===== src/rtl/reg_writeback_queue.sv =====
// Write-back queue in front of the register file's r3 write port.
// Results are queued in order, issued one per cycle when the register file
// is not stalled, and searched by two bypass ports so operand fetch can see
// values that have not yet been written.
module reg_writeback_queue #(
  parameter int DEPTH  = 4,
  parameter int DATA_W = 32,
  parameter int ADDR_W = 5
) (
  input  logic                     clk,
  input  logic                     rst_n,
  input  logic                     in_valid,
  output logic                     in_ready,
  input  logic [ADDR_W-1:0]        in_rd,
  input  logic [DATA_W-1:0]        in_data,
  input  logic                     rf_stall,
  output logic                     rf_read,
  output logic [ADDR_W-1:0]        rf_r3,
  output logic [DATA_W-1:0]        rf_r3_value,
  input  logic [ADDR_W-1:0]        q1_addr,
  input  logic [ADDR_W-1:0]        q2_addr,
  output logic                     q1_hit,
  output logic                     q2_hit,
  output logic [DATA_W-1:0]        q1_data,
  output logic [DATA_W-1:0]        q2_data,
  output logic [$clog2(DEPTH):0]   count
);

  localparam int PTR_W = $clog2(DEPTH);
  localparam int CNT_W = PTR_W + 1;

  logic [ADDR_W-1:0] rd_mem   [DEPTH];
  logic [DATA_W-1:0] data_mem [DEPTH];
  logic [PTR_W-1:0]  wp_reg;
  logic [PTR_W-1:0]  rp_reg;
  logic [CNT_W-1:0]  count_reg;
  logic [CNT_W-1:0]  count_next;
  logic              push;
  logic              pop;
  logic [DEPTH-1:0]  entry_valid;
  logic [DEPTH-1:0]  q1_match;
  logic [DEPTH-1:0]  q2_match;

  // r0 results complete the handshake but are never stored.
  assign in_ready    = (count_reg < CNT_W'(DEPTH));
  assign push        = in_valid && in_ready && (in_rd != '0);
  assign pop         = (count_reg != '0) && !rf_stall;
  assign rf_read     = !pop;
  assign rf_r3       = rd_mem[rp_reg];
  assign rf_r3_value = data_mem[rp_reg];
  assign count       = count_reg;

  // Occupancy update; a simultaneous push and pop leaves it unchanged.
  always_comb begin
    count_next = count_reg;
    case ({push, pop})
      2'b10:   count_next = count_reg + 1'b1;
      2'b01:   count_next = count_reg - 1'b1;
      default: count_next = count_reg;
    endcase
  end

  // Pointer and occupancy registers.
  always_ff @(posedge clk or negedge rst_n) begin
    if (!rst_n) begin
      wp_reg    <= '0;
      rp_reg    <= '0;
      count_reg <= '0;
    end else begin
      if (push) wp_reg <= wp_reg + 1'b1;
      if (pop)  rp_reg <= rp_reg + 1'b1;
      count_reg <= count_next;
    end
  end

  // Entry storage; cleared on reset so the head outputs read zero afterwards.
  always_ff @(posedge clk or negedge rst_n) begin
    if (!rst_n) begin
      for (int i = 0; i < DEPTH; i++) begin
        rd_mem[i]   <= '0;
        data_mem[i] <= '0;
      end
    end else if (push) begin
      rd_mem[wp_reg]   <= in_rd;
      data_mem[wp_reg] <= in_data;
    end
  end

  // An entry is live when its distance from the head is below the occupancy;
  // the head entry stays live during the cycle it is being popped.
  generate
    for (genvar gi = 0; gi < DEPTH; gi++) begin : g_entry
      logic [PTR_W-1:0] age;
      assign age             = PTR_W'(gi) - rp_reg;
      assign entry_valid[gi] = ({1'b0, age} < count_reg);
      assign q1_match[gi]    = entry_valid[gi] && (rd_mem[gi] == q1_addr);
      assign q2_match[gi]    = entry_valid[gi] && (rd_mem[gi] == q2_addr);
    end
  endgenerate

  // Bypass select: walk from oldest to youngest so the youngest match wins.
  always_comb begin
    logic [PTR_W-1:0] idx;
    q1_hit  = 1'b0;
    q2_hit  = 1'b0;
    q1_data = '0;
    q2_data = '0;
    idx     = '0;
    for (int k = 0; k < DEPTH; k++) begin
      idx = rp_reg + PTR_W'(k);
      if (q1_match[idx] && (q1_addr != '0)) begin
        q1_hit  = 1'b1;
        q1_data = data_mem[idx];
      end
      if (q2_match[idx] && (q2_addr != '0)) begin
        q2_hit  = 1'b1;
        q2_data = data_mem[idx];
      end
    end
  end

endmodule


===== config.mk =====
export PLATFORM = sky130hd
export DESIGN_NAME = reg_writeback_queue
export DESIGN_NICKNAME = d
export VERILOG_FILES = /design/src/rtl/reg_writeback_queue.sv
export SDC_FILE = /design/constraint.sdc
export NUM_CORES = 1
export LEC_CHECK = 0
export BUFFER_PORTS_ARGS = -buffer_cell sky130_fd_sc_hd__buf_2
export CAP_MARGIN = 20
export CORE_MARGIN = 1.5
export CORE_UTILIZATION = 35
export CTS_CLUSTER_DIAMETER = 50
export DETAILED_ROUTE_END_ITERATION = 10
export SLEW_MARGIN = 20
export SYNTH_ARGS = -nofsm -noshare
export SYNTH_HDL_FRONTEND = slang
export SYNTH_SLANG_ARGS = --single-unit

===== constraint.sdc =====
create_clock -name clk -period 4.86 [get_ports clk]
set_input_delay 0.972 -clock clk [delete_from_list [all_inputs] [get_ports clk]]
set_output_delay 0.972 -clock clk [all_outputs]
set_load 0.01 [all_outputs]

==> metrics.md <==
| Metric | Value |
|---|---|
| Share of post-route cells with drive strength above 1 | 0.452 |
| Leakage | 5.62 nW |
| Met2 usage | 0.339 |
| Pwr per Cell Area | 772 nW/um2 |
| Post-synthesis sequential area ratio | 0.323 |
| Top cells by area, synth | dfrtp_1 (32%), mux2_2 (17%), mux4_2 (14%), mux2i_1 (5.1%), a221oi_2 (3.7%) |
| Die W | 188 um |
| GRT Max-Usage Layer | met2 |
| Drt wl/cell | 21.9 um |
| Total Power | 10.7 mW |
| Clock root buffer | clkbuf_16 |
| Critical path class | flip-flop to output port |
| Clk slew on worst S/H paths | 60 ps |
| Delay-heaviest family, CP | compound AO/OA/AOI/OAI gates |
| Detailed Place HPWL | 25.0 mm |
| Drt pass-1 iters | 8 |
| Gr ovfl total | 0 |
| Row cnt | 67 |
| WP data arrival | 3740 ps |
| CTS buffer count | 17 |
| CP endpoint kind | output port |
| Maximum vdd drop | 307 uV |
| Nets | 1256 |
| Full die area | 35500 um2 |
| Most common library cells after synthesis | mux2_2 (177), dfrtp_1 (155), nand2_1 (84), nor2_1 (77), mux4_2 (73) |
| Post-DRT Antenna Nets | 0 |
| Final setup violation count | 0 |
| Clk_lat worst skew | 450 ps |
| Post-CTS setup buffer count | 0 |
| Max stage delay on crit path | 540 ps |
| Clk sinks | 155 |
| Port Buffer Count | 158 |
| CTS tree | built |
| Max-cap viol count | 0 |
| Setup Total Neg Slack | 0 ps |
| Cell with the most instances after synthesis | mux2_2 |
| Final WL | 36.4 mm |
| Setup skew after layout | 11.8 ps |
| Crit-path cells | xnor2_2 > inv_1 > ha_1 > a221o_1 > nor3_1 > a31oi_1 > o22ai_4 > buf_4 > a211oi_1 > a221oi_2 > buf_2 |
| Met3 Use GR | 0.0447 |
| RSZ-0062 raised after global routing | no |
| Least-Margin Pin Slew | 826 ps |
| Post-synth EDFFs | 0 |
| Initial antenna violation count | 5 |
| Share of the synthesized area in the top cell type | 0.323 |
| Fraction of registers with async set/reset | 1.00 |
| Min cycle time layout | 4710 ps |
| Hold buffers post-CTS | 0 |
| Tcrit/Tclk final | 0.970 |
| Mapped Cells | 1082 |
| Vias in the first global route | 9854 |
| Iter 0 DRT Violations | 737 |
| Initial Util | 0.357 |
| Final GP Congestion | 0.833 |
| Syn Nets | 1143 |
| CTS max path bufs | 2 |
| Core Footprint | 33700 um2 |
| Via count | 9659 |
| WP data required | 3890 ps |
| Worst slew margin | 0.449 |
| Fill cell total of the finished layout | 3254 |
| Post-Syn Area | 12000 um2 |
| Final Util | 0.411 |
| Largest net degree at the start of global routing | 85 |
| Average cell area after synthesis | 11.1 um2 |
| Critical-path maximum fanout | 13 |
| Hold Slack | 524 ps |
| Max-slew violation count | 0 |
| H-tree depth | 4 |
| Gr usage total | 0.205 |
| Cell taking the most area after synthesis | dfrtp_1 |
| Boundary Pins | 159 |
| Ys flop type | dfrtp_1 |
| First-pass GRT wire length | 56.6 mm |
| Peak Freq | 0.212 GHz |
| Synth Register Bits | 155 |
| Vias per cell | 5.82 |
| CP max stage cell | dfrtp_4 |
| Startpoint types | flip-flop |
| Die Span Y | 188 um |
| Layout area overhead | 15.3% |
| Final hold viol count | 0 |
| Sum of buffers and inverters on the critical path | 3 |
| M1 GR Usage | 0.259 |
| Min-Delay Path Class | flip-flop to flip-flop |
| Status | finished clean |
| DRC Markers | 0 |
| Unique masters post-synth | 48 |
| Max reg flops | 128 |
| Yosys warnings | 0 |
## path summary, 6_finish.rpt
check,from,endpoint,slack (ps),depth (start not counted)
worst max-delay path,rp_reg[1]$_DFFE_PN0P_,q1_data[8],150,11
worst min-delay path,count[1]$_DFFE_PN0P_,count[1]$_DFFE_PN0P_,520,2
worst max register to register,count[2]$_DFFE_PN0P_,data_mem[60]$_DFFE_PN0P_,2510,5
max in group asynchronous,rst_n,rp_reg[1]$_DFFE_PN0P_,3380,2
worst min register to register,count[1]$_DFFE_PN0P_,count[1]$_DFFE_PN0P_,520,2
min in group asynchronous,rst_n,data_mem[38]$_DFFE_PN0P_,530,1
## timing repair
action,in CTS,in global routing
pin swaps,1,1
gates resized for setup,0,7
gates cloned,0,1
setup endpoints to repair,1,64
## layer usage
metal  routed length [um]  share of wire
met2                17400           0.48
met1                15700           0.43
met5                   13        0.00036
met4                 1140          0.031
met3                 2150          0.059
## kinds of logic after synthesis
group	synth area share
adders and majority gates	0.0110
muxes	0.353
and+or+nand+nor	0.0961
xor gates and xnor gates	0.0343
AOI/OAI and AO/OA	0.136
buffers and inverters	0.0464
DFF	0.323
## metrics by stage
stage	setup WS [ps]	cells	cell area, um2
detailed placement	504	1622	13200
finish	148	1660	13900
CTS	-8.23	1653	13800
global route	47.8	1658	13900
global placement	515	1622	13200
floorplan	1180	1082	12000
## cells in the final DEF (no fill, tap or decap), types with 38 or more instances in the layout
master   synthesis  routed
nor2_1          77      77
mux2i_1         61      61
nand3_1         40      40
xnor2_1         41      40
o21ai_0         38      38
mux2_2         177     177
nand2_1         84      81
mux4_2          73      73
buf_2           56     157
dfrtp_1        155     153
## power breakdown
group / leakage (nW) / internal [mW] / total (mW) / switching (mW)
clock network: 0.276 / 0.733 / 1.30 / 0.564
registers: 1.86 / 1.96 / 2.65 / 0.694
logic: 3.48 / 3.19 / 6.75 / 3.56
## final cells by class
type                            instances  area (um2)  share of cell area
Multi-Input combinational cell        818        7640               0.552
Sequential cell                       155        3890               0.280
Timing Repair Buffer                  191        1140              0.0823
Tap cell                              448         561              0.0405
Clock buffer                           19         453              0.0327
Clock inverter                         12         116             0.00840
Inverter                               12        45.0             0.00325
Antenna cell                            5        12.5            0.000903
## worst reg2reg max path, delay by kind of cell, from the launching register on
| kind | cells | cell delay, ps |
|---|---|---|
| buf+inv | 2 | 630 |
| compound gates | 1 | 360 |
| mux | 1 | 290 |
| simple gates | 1 | 510 |
| flops | 1 | 460 |
No activity file was read; power rests on OpenSTA's default activity.
